## src/rtl/pool_stream_kxk.sv

```systemverilog
// pool_stream_kxk: streaming KxK non-overlapping max / floor-average pooling.
// Pixels arrive in raster order with frame coordinates. A horizontal
// accumulator folds each K-pixel row segment. A column-partial buffer, one
// entry per column group, folds the K row segments of a window. The final
// value leaves two edges after the bottom-right pixel is sampled.
module pool_stream_kxk #(
    parameter int WIDTH      = 4,
    parameter int HEIGHT     = 4,
    parameter int W_WIDTH    = 8,
    parameter int W_HEIGHT   = 8,
    parameter int FIXED_BITW = 8,
    parameter int UNITS      = 2,
    parameter int POOL_SIZE  = 2,
    parameter int MODE       = 0,
    parameter int H_BITW     = (W_WIDTH > 1) ? $clog2(W_WIDTH) : 1,
    parameter int V_BITW     = (W_HEIGHT > 1) ? $clog2(W_HEIGHT) : 1
) (
    input  logic                         clock,
    input  logic                         n_rst,
    input  logic                         in_enable,
    input  logic [FIXED_BITW*UNITS-1:0]  in_pixels,
    input  logic [V_BITW-1:0]            in_vcnt,
    input  logic [H_BITW-1:0]            in_hcnt,
    output logic                         out_enable,
    output logic [FIXED_BITW*UNITS-1:0]  out_pixels,
    output logic [V_BITW-1:0]            out_vcnt,
    output logic [H_BITW-1:0]            out_hcnt
);

    localparam int K      = POOL_SIZE;
    localparam int LOG2K  = $clog2(K);
    // Sum of K*K samples needs 2*log2(K) guard bits; max mode just sign-extends.
    localparam int AW     = FIXED_BITW + 2 * LOG2K;
    localparam int SHIFT  = (MODE == 1) ? 2 * LOG2K : 0;
    localparam int NG_H   = WIDTH / K;
    localparam int NG_V   = HEIGHT / K;
    localparam int FULL_W = K * NG_H;
    localparam int FULL_H = K * NG_V;
    localparam int GA_W   = (NG_H > 1) ? $clog2(NG_H) : 1;
    localparam int PH_W   = $clog2(K);
    // One spare bit so K and the full-window limits always fit the counters.
    localparam int HX     = H_BITW + 1;
    localparam int VX     = V_BITW + 1;
    localparam int DW     = UNITS * AW;
    localparam int PW     = UNITS * FIXED_BITW;
    localparam logic [PH_W-1:0] LAST_PH = PH_W'(K - 1);

    // Fold two accumulator values: signed max or plain sum.
    function automatic logic [AW-1:0] merge2(input logic [AW-1:0] a,
                                             input logic [AW-1:0] b);
        if (MODE == 0) begin
            return ($signed(a) > $signed(b)) ? a : b;
        end
        return a + b;
    endfunction

    // ---------------- coordinate decode ----------------
    logic [HX-1:0]   hcnt_x, hgrp_x, hph_x;
    logic [VX-1:0]   vcnt_x, vgrp_x, vph_x;
    logic [PH_W-1:0] hph, vph;
    logic            in_full, take, h_first, h_last, rd_en;
    logic [GA_W-1:0] rd_addr;

    assign hcnt_x  = {1'b0, in_hcnt};
    assign vcnt_x  = {1'b0, in_vcnt};
    assign hgrp_x  = hcnt_x / HX'(K);
    assign hph_x   = hcnt_x % HX'(K);
    assign vgrp_x  = vcnt_x / VX'(K);
    assign vph_x   = vcnt_x % VX'(K);
    assign hph     = PH_W'(hph_x);
    assign vph     = PH_W'(vph_x);
    // Only pixels inside complete windows do anything; partial edges are dropped here.
    assign in_full = (hcnt_x < HX'(FULL_W)) && (vcnt_x < VX'(FULL_H));
    assign take    = in_enable && in_full;
    assign h_first = (hph == '0);
    assign h_last  = (hph == LAST_PH);
    assign rd_en   = take && h_last;
    assign rd_addr = GA_W'(hgrp_x);

    // ---------------- state ----------------
    logic [DW-1:0]     acc_reg;
    logic              acc_ok_reg;
    logic              s1_vld_reg, s1_row_ok_reg;
    logic [DW-1:0]     s1_row_reg;
    logic [PH_W-1:0]   s1_vph_reg;
    logic [GA_W-1:0]   s1_grp_reg;
    logic [H_BITW-1:0] s1_hout_reg;
    logic [V_BITW-1:0] s1_vout_reg;
    logic [DW-1:0]     col_mem [0:NG_H-1];
    logic [DW-1:0]     mem_rd_reg;
    logic [NG_H-1:0]   col_ok_reg;
    logic              rd_ok_reg, fwd_hit_reg;
    logic [DW-1:0]     fwd_data_reg;
    logic              s2_vld_reg;
    logic [PW-1:0]     s2_pix_reg;
    logic [H_BITW-1:0] s2_hout_reg;
    logic [V_BITW-1:0] s2_vout_reg;

    // ---------------- per-channel datapath ----------------
    logic [DW-1:0] pix_ext, acc_merge, buf_rd, col_merge;
    logic [PW-1:0] fin_pix;
    logic          col_ok, wr_en, emit;
    logic [GA_W-1:0] wr_addr;

    assign buf_rd = fwd_hit_reg ? fwd_data_reg : mem_rd_reg;

    for (genvar gi = 0; gi < UNITS; gi++) begin : g_ch
        assign pix_ext[gi*AW +: AW]   = AW'($signed(in_pixels[gi*FIXED_BITW +: FIXED_BITW]));
        assign acc_merge[gi*AW +: AW] = merge2(acc_reg[gi*AW +: AW], pix_ext[gi*AW +: AW]);
        // Vertical phase 0 starts a fresh column partial; later rows fold into it.
        assign col_merge[gi*AW +: AW] = (s1_vph_reg == '0) ? s1_row_reg[gi*AW +: AW]
                                      : merge2(buf_rd[gi*AW +: AW], s1_row_reg[gi*AW +: AW]);
        // Arithmetic shift gives floor toward -inf; result always fits FIXED_BITW.
        assign fin_pix[gi*FIXED_BITW +: FIXED_BITW] =
            FIXED_BITW'($signed(col_merge[gi*AW +: AW]) >>> SHIFT);
    end

    // A window is only trusted if every row segment started from its phase-0 pixel.
    assign col_ok  = s1_row_ok_reg && ((s1_vph_reg == '0) || rd_ok_reg);
    assign wr_en   = s1_vld_reg && (s1_vph_reg != LAST_PH);
    assign wr_addr = s1_grp_reg;
    assign emit    = s1_vld_reg && (s1_vph_reg == LAST_PH) && col_ok;

    // Horizontal accumulator: load on phase 0, fold on middle phases, hold on idle cycles.
    always_ff @(posedge clock or negedge n_rst) begin
        if (!n_rst) begin
            acc_reg    <= '0;
            acc_ok_reg <= 1'b0;
        end else if (take) begin
            if (h_first) begin
                acc_reg    <= pix_ext;
                acc_ok_reg <= 1'b1;
            end else if (h_last) begin
                acc_ok_reg <= 1'b0;
            end else begin
                acc_reg <= acc_merge;
            end
        end
    end

    // Stage 1: completed row segment plus its window coordinates.
    always_ff @(posedge clock or negedge n_rst) begin
        if (!n_rst) begin
            s1_vld_reg    <= 1'b0;
            s1_row_reg    <= '0;
            s1_row_ok_reg <= 1'b0;
            s1_vph_reg    <= '0;
            s1_grp_reg    <= '0;
            s1_hout_reg   <= '0;
            s1_vout_reg   <= '0;
        end else begin
            s1_vld_reg <= rd_en;
            if (rd_en) begin
                s1_row_reg    <= acc_merge;
                s1_row_ok_reg <= acc_ok_reg;
                s1_vph_reg    <= vph;
                s1_grp_reg    <= rd_addr;
                s1_hout_reg   <= H_BITW'(hgrp_x);
                s1_vout_reg   <= V_BITW'(vgrp_x);
            end
        end
    end

    // Column-partial buffer storage with registered read (no reset on the data).
    always_ff @(posedge clock) begin
        if (wr_en) begin
            col_mem[wr_addr] <= col_merge;
        end
        if (rd_en) begin
            mem_rd_reg <= col_mem[rd_addr];
        end
    end

    // Per-entry valid bits and write-to-read forwarding for a same-edge hit.
    always_ff @(posedge clock or negedge n_rst) begin
        if (!n_rst) begin
            col_ok_reg   <= '0;
            rd_ok_reg    <= 1'b0;
            fwd_hit_reg  <= 1'b0;
            fwd_data_reg <= '0;
        end else begin
            if (wr_en) begin
                col_ok_reg[wr_addr] <= col_ok;
            end
            if (rd_en) begin
                fwd_hit_reg  <= wr_en && (wr_addr == rd_addr);
                fwd_data_reg <= col_merge;
                rd_ok_reg    <= (wr_en && (wr_addr == rd_addr)) ? col_ok : col_ok_reg[rd_addr];
            end
        end
    end

    // Stage 2: finished window result.
    always_ff @(posedge clock or negedge n_rst) begin
        if (!n_rst) begin
            s2_vld_reg  <= 1'b0;
            s2_pix_reg  <= '0;
            s2_hout_reg <= '0;
            s2_vout_reg <= '0;
        end else begin
            s2_vld_reg <= emit;
            if (emit) begin
                s2_pix_reg  <= fin_pix;
                s2_hout_reg <= s1_hout_reg;
                s2_vout_reg <= s1_vout_reg;
            end
        end
    end

    // Output register: one-cycle valid pulse, data held between pulses.
    always_ff @(posedge clock or negedge n_rst) begin
        if (!n_rst) begin
            out_enable <= 1'b0;
            out_pixels <= '0;
            out_hcnt   <= '0;
            out_vcnt   <= '0;
        end else begin
            out_enable <= s2_vld_reg;
            if (s2_vld_reg) begin
                out_pixels <= s2_pix_reg;
                out_hcnt   <= s2_hout_reg;
                out_vcnt   <= s2_vout_reg;
            end
        end
    end

endmodule

```

## config.mk

```make
export PLATFORM = sky130hd
export DESIGN_NAME = pool_stream_kxk
export DESIGN_NICKNAME = d
export VERILOG_FILES = /design/src/rtl/pool_stream_kxk.sv
export SDC_FILE = /design/constraint.sdc
export NUM_CORES = 1
export LEC_CHECK = 0
export ABC_CLOCK_PERIOD_IN_PS = 5550
export CAP_MARGIN = 20
export CORE_UTILIZATION = 55
export DETAILED_ROUTE_END_ITERATION = 6
export PLACE_DENSITY = 0.75
export SLEW_MARGIN = 20
export SYNTH_ARGS = -nofsm -noshare
export SYNTH_HDL_FRONTEND = slang
export SYNTH_SLANG_ARGS = --single-unit
```

## constraint.sdc

```tcl
create_clock -name clock -period 5.55 [get_ports clock]
set_clock_uncertainty 0.05 [all_clocks]
set_input_delay 0.555 -clock clock [delete_from_list [all_inputs] [get_ports clock]]
set_output_delay 0.555 -clock clock [all_outputs]
set_load 0.02 [all_outputs]
```

Word level (Yosys, flattened, before mapping)
Memory sizes are Yosys's and may differ from the RTL's. A register that Yosys moved wholly into a read port is not among the register bits.
Cells that the tools add are included.
{ "word_totals": {"regBits": 113, "ramBits": 40, "inputBits": 25, "out_inout_bits": 23, "wordCells": 61, "memories": 1} }
{ "mem_list": {"columns": ["name", "depth", "width", "rd", "rd_clocked_by_memory_dff", "write_ports", "line", "rtl"], "rows": [
  ["col_mem", 2, 20, 1, 1, 1, "89", "logic [DW-1:0] col_mem [0:NG_H-1];"]
]} }
{ "classes": {"n_lt_le_gt_ge": 9, "n_eq_ne": 1, "mux": 16, "n_bitwise": 2, "n_reduce_logical": 11} }
{ "op_table": {"columns": ["cell", "n"], "rows": [
  ["10-bit 2-to-1 mux", 6],
  ["10-bit greater-than comparator", 2],
  ["20-bit 2-to-1 mux", 1],
  ["10-bit by 8-bit greater-than comparator with 1-bit output", 1],
  ["1-bit logical AND", 9],
  ["8-bit greater-than comparator", 1],
  ["1-bit 2-to-1 mux", 7],
  ["3-bit less-than comparator (second input constant)", 2],
  ["1-bit by 2-bit less-than comparator with 1-bit output (second input constant)", 2],
  ["2-bit bitwise mux", 1],
  ["1-bit inverter", 2],
  ["2-bit AND reduction", 1],
  ["1-bit demux with 1-bit select", 1],
  ["1-bit equality test", 1],
  ["1-bit >= comparator (second input constant)", 1],
  ["1-bit logical OR", 1]
]} }

Depth between registers and ports, before layout
Gate-level depths: netlist of the first run.
{ "depth": {"word_depth": 5, "mapped_depth": 10} }

Least setup slack after synthesis of the first run
OpenSTA, ideal clock, no wires.
{ "synth_timing": {"path_kind": "flip-flop to flip-flop", "startpoint": "register fwd_hit_reg", "endpoint": "register fwd_data_reg[18]", "setup_ps": 125, "t_arrival_ps": 2728, "slack_ps": 2647, "stages_incl_launch_ff": 11, "cell_sequence": "dfrtp_1 -> clkbuf_1 -> mux2_2 -> ha_1 -> nand4_1 -> nor3_1 -> o21a_1 -> o31a_1 -> buf_6 -> mux2_2 -> mux2_2"} }
{ "synth_between": {"elab_chain_cells": 4} }
{ "synth_rtl": {"columns": ["element", "line", "rtl"], "rows": [
  ["from (decl)", "92", "logic rd_ok_reg, fwd_hit_reg;"],
  ["from (signal assigned)", "186", "fwd_hit_reg <= wr_en && (wr_addr == rd_addr);"],
  ["20-bit 2-to-1 mux *", "105", "assign buf_rd = fwd_hit_reg ? fwd_data_reg : mem_rd_reg;"],
  ["10-bit greater-than comparator", "52", "return ($signed(a) > $signed(b)) ? a : b;"],
  ["10-bit 2-to-1 mux *", "52", null],
  ["10-bit 2-to-1 mux *", "111", "assign col_merge[gi*AW +: AW] = (s1_vph_reg == '0) ? s1_row_reg[gi*AW +: AW]"],
  ["named net col_merge[18]", "100", "logic [DW-1:0] pix_ext, acc_merge, buf_rd, col_merge;"],
  ["to (signal assigned)", "187", "fwd_data_reg <= col_merge;"],
  ["to (decl)", "93", "logic [DW-1:0] fwd_data_reg;"]
]} }
Mark *: on every way through the listed nets, which the timed path passes. The rest lies on a longest branch.
A chain may end at the register's enable or synchronous reset.

Worst setup path after layout of the first run
{ "layout_timing": {"startpoint": "register fwd_hit_reg", "endpoint": "register fwd_data_reg[9]"} }
The elaborated chain is that of the path after synthesis.

==> impl_metrics.env, run 1 <==
export IMPL_outcome="finished, final reports clean"
export IMPL_finalWorstPathRequiredPeriod_ns=3.86
export IMPL_ys_top_cells_by_count="dfrtp_1, mux2_2, nand2_1"
export IMPL_placed_area_sq_um=8170
export IMPL_holdBufCountCts=0
export IMPL_insertion_delay_ns=0.42
export IMPL_fmax_ghz=0.259
export IMPL_start_util=0.567
export IMPL_ir_drop_mv=0.198
export IMPL_yosysMostFrequentCell="dfrtp_1"
export IMPL_antenna_found_initial=0
export IMPL_rsz0062_at_grt="false"
export IMPL_drive_gt1_frac=0.201
export IMPL_maxSlewViolCount=0
export IMPL_postCtsSetupBuffers=0
export IMPL_hold_class="in2async"
export IMPL_largest_reg_flops=40
export IMPL_drc=0
export IMPL_crit_type="reg2reg"
export IMPL_drtPass1Iterations=4
export IMPL_diodes=0
export IMPL_grt_max_degree=61
export IMPL_syn_to_final_growth_pct=16.7
export IMPL_io_pins=48
export IMPL_root_buffer="clkbuf_16"
export IMPL_dr_wl_met2_mm=6.51
export IMPL_leakage_nw=3.89
export IMPL_die_w_microns=119
export IMPL_grt_overflow_total=0
export IMPL_wl_met1_mm=6.56
export IMPL_via_per_inst=5.39
export IMPL_placementRows=42
export IMPL_fin_nets=715
export IMPL_p_per_area_nw_per_um2=385
export IMPL_cp_max_fo=21
export IMPL_cts_tree="built"
export IMPL_routed_wl_mm=13.8
export IMPL_pre_cts_ws_ns=1.74
export IMPL_port_buffers=45
export IMPL_synth_flop_cell="dfrtp_1"
export IMPL_drv_cap=0
export IMPL_synth_seq_area_share=0.591
export IMPL_relSlewSlack=0.291
export IMPL_postRouteAntennaNets=0
export IMPL_synth_cell_type_count=41
export IMPL_yosysWarnings=0
export IMPL_syn_inst=604
export IMPL_cts_resized=0
export IMPL_wl_per_cell_microns=16.4
export IMPL_startpoint_type="flop"
export IMPL_grt_first_pass_wirelength_mm=23.3
export IMPL_place_hpwl_mm=9.38
export IMPL_synth_top_area_frac=0.352
export IMPL_synth_edff_count=60
export IMPL_gp_congestion=0.875
export IMPL_cts_path_max_buffers=2
export IMPL_setup_viol=0
export IMPL_core_area_sq_um=13300
export IMPL_wl_met3_microns=558
export IMPL_dieArea_sq_um=14200
export IMPL_cts_sinks=166
export IMPL_drt_initial_drc_count=285
export IMPL_numCtsBuffers=17
export IMPL_routed_top_layer="met4"
export IMPL_async_reset_ff_frac=0.639
export IMPL_fin_tns_setup_ns=0
export IMPL_clkSlewWorstSetupHoldPaths_ns=0.06
export IMPL_synthTopCellsByArea="dfrtp_1, edfxtp_1, mux2_2"
export IMPL_h_tree_depth=4
export IMPL_fin_ws_ns=1.69
export IMPL_tightest_slew_ns=1.06
export IMPL_crit_arrival_ns=4.12
export IMPL_synth_seq_cells=166
export IMPL_final_hold_viol_count=0
export IMPL_track_usage=0.216
export IMPL_via_count=4541
export IMPL_fillerInstances=983
export IMPL_dieHeight_microns=119
export IMPL_grt_pass1_vias=4679
export IMPL_yosys_area_top_type="dfrtp_1"
export IMPL_endpoint_kind="flop"
export IMPL_syn_area_sq_um=7530
export IMPL_crit_required_ns=5.81
export IMPL_syn_avg_cell_area_sq_um=12.5
export IMPL_period_share=0.696
export IMPL_stdcell_area_sq_um=8790
-- area by class of cell --
| class | instances | area, sq um | area share |
|---|---|---|---|
| timing repair buffer | 54 | 515 | 0.0586 |
| sequential | 166 | 4450 | 0.507 |
| tap | 176 | 220 | 0.0250 |
| clock inverter | 10 | 141 | 0.0161 |
| multi-input combinational | 357 | 2760 | 0.314 |
| inverter | 58 | 218 | 0.0248 |
| clock buffer | 22 | 485 | 0.0552 |
-- cell families after synthesis --
| group | count (synthesis) | synth area share |
|---|---|---|
| flip-flops | 166 | 0.591 |
| buffers and inverters | 82 | 0.0440 |
| other | 1 | 0.000498 |
| adder cells (fa/ha/maj) | 36 | 0.0598 |
| AO/OA/AOI/OAI | 88 | 0.0699 |
| AND/OR/NAND/NOR | 114 | 0.0653 |
| XOR/XNOR | 1 | 0.00116 |
| multiplexers | 116 | 0.168 |
-- cell usage in the layout, fill, tap and decap left out, types with 18 or more instances in the layout --
cell type and instances:
a21oi_1 21, inv_1 57, nand2_1 70, nor2_1 20, clkdlybuf4s50_1 44, edfxtp_1 60
o21ai_0 39, clkbuf_16 18, mux2i_1 32, ha_1 36, dfrtp_1 106, mux2_2 84
-- metrics by stage --
stage | std cells | hold WS [ns] | power, mW | util
2_1_floorplan | 605 | 0.209 | 2.01 | -
3_3_place_gp | 811 | 0.398 | 2.15 | 0.614
3_5_place_dp | 811 | 0.400 | 2.19 | 0.614
4_1_cts | 843 | 0.0999 | 3.42 | 0.661
5_1_grt | 843 | 0.128 | 3.56 | 0.661
6_report | 843 | 0.0824 | 3.39 | 0.661
-- report_power, final --
group          internal (mW)  switching (mW)
clock network          0.760           0.462
logic                  0.278           0.329
registers               1.45           0.110
total                   2.49           0.901
-- final timing paths --
kind | cells after the start | slack, ns | startpoint | end
worst max-delay path | 8 | 1.69 | fwd_hit_reg | fwd_data_reg[9]
worst min-delay path | 1 | 0.08 | n_rst | out_pixels[10]
worst max register to register | 8 | 1.69 | fwd_hit_reg | fwd_data_reg[9]
worst min register to register | 2 | 0.42 | s1_hout_reg[1] | s2_hout_reg[1]
max in group asynchronous | 2 | 4.12 | n_rst | out_pixels[12]
min in group clock | 2 | 0.42 | s1_hout_reg[1] | s2_hout_reg[1]
-- worst max-delay path: stages, from the launching register on --
cell and delay, ns:
dfrtp_1 1.05, mux2_2 0.44, ha_1 0.32, nand4_1 0.14, nor3_1 0.33, o21a_1 0.18
o31a_1 0.53, mux2_2 0.43, mux2_2 0.27
-- layer usage --
metal	vias to the layer above	track usage
met3	16	0.0484
met4	0	0.0728
met1	2224	0.301
met2	99	0.334
met5	-	0
li1	2202	-
Note: power is estimated with default switching activity, not from simulation.
==> run 2, diff against run 1 <==
--- a/config.mk
+++ b/config.mk
@@ -5,7 +5,7 @@
 export SDC_FILE = /design/constraint.sdc
 export NUM_CORES = 1
 export LEC_CHECK = 0
-export ABC_CLOCK_PERIOD_IN_PS = 5550
+export ABC_CLOCK_PERIOD_IN_PS = 3800
 export CAP_MARGIN = 20
 export CORE_UTILIZATION = 55
 export DETAILED_ROUTE_END_ITERATION = 6
==> constraint.sdc (replaced) <==
create_clock -name clock -period 3.8 [get_ports clock]
set_clock_uncertainty 0.05 [all_clocks]
set_input_delay 0.38 -clock clock [delete_from_list [all_inputs] [get_ports clock]]
set_output_delay 0.38 -clock clock [all_outputs]
set_load 0.02 [all_outputs]
==> run 2 against run 1 <==
  * The run now ends with negative hold slack left
  * First-iteration DRC count decreased by 15%
  * Worst hold slack got worse by 0.13 ns
  * Die area unchanged
  * Count of clock-buffer cells in the layout decreased by 5
  * Final cell count increased by 0.59%
  * Utilization increased by 0.42 points
  * Design area increased by 0.64%
  * Register-to-register slack got worse by 1.1 ns
  * Worst setup slack got worse by 1.1 ns
==> impl_metrics.env, run 2 (synthesis gave the netlist of run 1 again) <==
export IMPL_holdBufCountCts=0
export IMPL_cts_path_max_buffers=2
export IMPL_postCtsSetupBuffers=0
export IMPL_crit_type="reg2reg"
export IMPL_outcome="finished with violations"
export IMPL_grt_util_met1=0.287
export IMPL_final_hold_viol_count=71
export IMPL_startpoint_type="flop"
export IMPL_placementRows=42
export IMPL_fin_ws_ns=0.591
export IMPL_routed_wl_mm=14.0
export IMPL_syn_to_final_growth_pct=17.5
export IMPL_drc=0
export IMPL_finalWorstPathRequiredPeriod_ns=3.21
export IMPL_port_buffers=45
export IMPL_timing_hold_ws_ns=-0.0506
export IMPL_diodes=0
export IMPL_largest_reg_flops=40
export IMPL_grt_overflow_total=0
export IMPL_numCtsBuffers=17
export IMPL_drtPass1Iterations=4
export IMPL_fin_nets=720
export IMPL_wl_per_cell_microns=16.5
export IMPL_antenna_found_initial=0
export IMPL_drv_cap=0
export IMPL_dieHeight_microns=119
export IMPL_maxSlewViolCount=0
export IMPL_crit_buf_inv=1
export IMPL_drt_initial_drc_count=242
export IMPL_tightest_slew_ns=0.822
export IMPL_path_cells="buf_4 > mux2_2 > ha_1 > nand4_1 > nor3_1 > o21a_1 > o31a_1 > mux2_2 > mux2_2"
export IMPL_place_hpwl_mm=9.43
export IMPL_io_pins=48
export IMPL_fin_tns_setup_ns=0
export IMPL_final_cell_mix="dfrtp_1, mux2_2, nand2_1"
export IMPL_cts_resized=0
export IMPL_final_common_cell="dfrtp_1"
export IMPL_pre_cts_ws_ns=0.631
export IMPL_period_share=0.845
export IMPL_grt_busiest_layer="met2"
export IMPL_insertion_delay_ns=0.42
export IMPL_cts_sinks=166
export IMPL_via_count=4608
export IMPL_grt_first_pass_wirelength_mm=23.4
export IMPL_slowest_stage="o31a_1"
export IMPL_grt_pass1_vias=4805
export IMPL_fillerInstances=987
export IMPL_via_per_inst=5.43
export IMPL_cpLargestDelayFamily="multiplexers"
export IMPL_endpoint_kind="flop"
export IMPL_ir_drop_mv=0.291
export IMPL_multi_input_area_sq_um=2760
export IMPL_fmax_ghz=0.312
export IMPL_violations="negative hold slack"
export IMPL_core_area_sq_um=13300
export IMPL_track_usage=0.218
export IMPL_hold_class="in2async"
export IMPL_root_buffer="clkbuf_16"
export IMPL_cp_slowest_stage_delay_ns=0.51
export IMPL_postRouteAntennaNets=0
export IMPL_cts_tree="built"
export IMPL_crit_arrival_ns=3.47
export IMPL_die_w_microns=119
export IMPL_rsz0062_at_grt="false"
export IMPL_h_tree_depth=4
export IMPL_met2_usage=0.353
export IMPL_relSlewSlack=0.452
export IMPL_cp_max_fo=11
export IMPL_clkSlewWorstSetupHoldPaths_ns=0.06
export IMPL_gp_congestion=0.942
export IMPL_drive_gt1_frac=0.208
export IMPL_grtUsageMet3=0.0441
export IMPL_leakage_nw=3.93
export IMPL_p_per_area_nw_per_um2=563
export IMPL_grt_max_degree=82
export IMPL_crit_required_ns=4.06
export IMPL_cp_common_cell="mux2_2"
export IMPL_start_util=0.567
export IMPL_setup_viol=0
export IMPL_regArea_sq_um=4450
export IMPL_dieArea_sq_um=14200
==> run 2: changes by cell type in the layout (fill, tap and decap cells not counted), sizes merged <==
| cell | change |
|---|---|
| buf | +4 |
| bufinv | +1 |
| clkbuf | -4 |
| clkinv | +3 |
| inv | +1 |
==> run 2: area by class of cell <==
type                       count  area share
clock buffer                  17      0.0481
clock inverter                15      0.0228
inverter                      58      0.0246
multi-input combinational    357       0.311
sequential                   166       0.503
tap                          176      0.0249
timing repair buffer          59      0.0649
==> run 2: worst paths after layout <==
kind / from / end / slack, ns / cells after the start
min reg2reg: s2_hout_reg[1] / s2_hout_reg[1] / 0.42 / 2
max reg2reg: fwd_hit_reg / fwd_data_reg[18] / 0.59 / 9
min in group clock: s2_hout_reg[1] / s2_hout_reg[1] / 0.42 / 2
max in group asynchronous: n_rst / s1_row_reg[3] / 3.01 / 2
max: fwd_hit_reg / fwd_data_reg[18] / 0.59 / 9
min: n_rst / s2_pix_reg[14] / -0.05 / 1
==> run 2: report_power, final <==
part	leakage [nW]	switching, mW	internal, mW
clock network	0.308	0.701	1.10
registers	1.92	0.161	2.11
logic	1.70	0.495	0.411
total	3.93	1.36	3.63
==> run 2: per-stage QoR <==
stage,std cells,hold slack [ns],utilization,instance area (sq um),power (mW)
after detailed placement,815,0.407,0.616,8190,3.20
after CTS,847,0.132,0.663,8820,5.02
final,848,-0.0506,0.666,8850,4.98
after global routing,848,0.00362,0.666,8850,5.24
after floorplan,605,0.0344,-,7540,2.93
after global placement,815,0.399,0.616,8190,3.13
==> run 2: routing by layer <==
metal	wire length, microns	part of all wire	up-vias
met1	6510	0.46	2284
met4	254	0.018	0
met5	0	0	-
met2	6630	0.47	97
met3	611	0.044	18
li1	-	-	2209
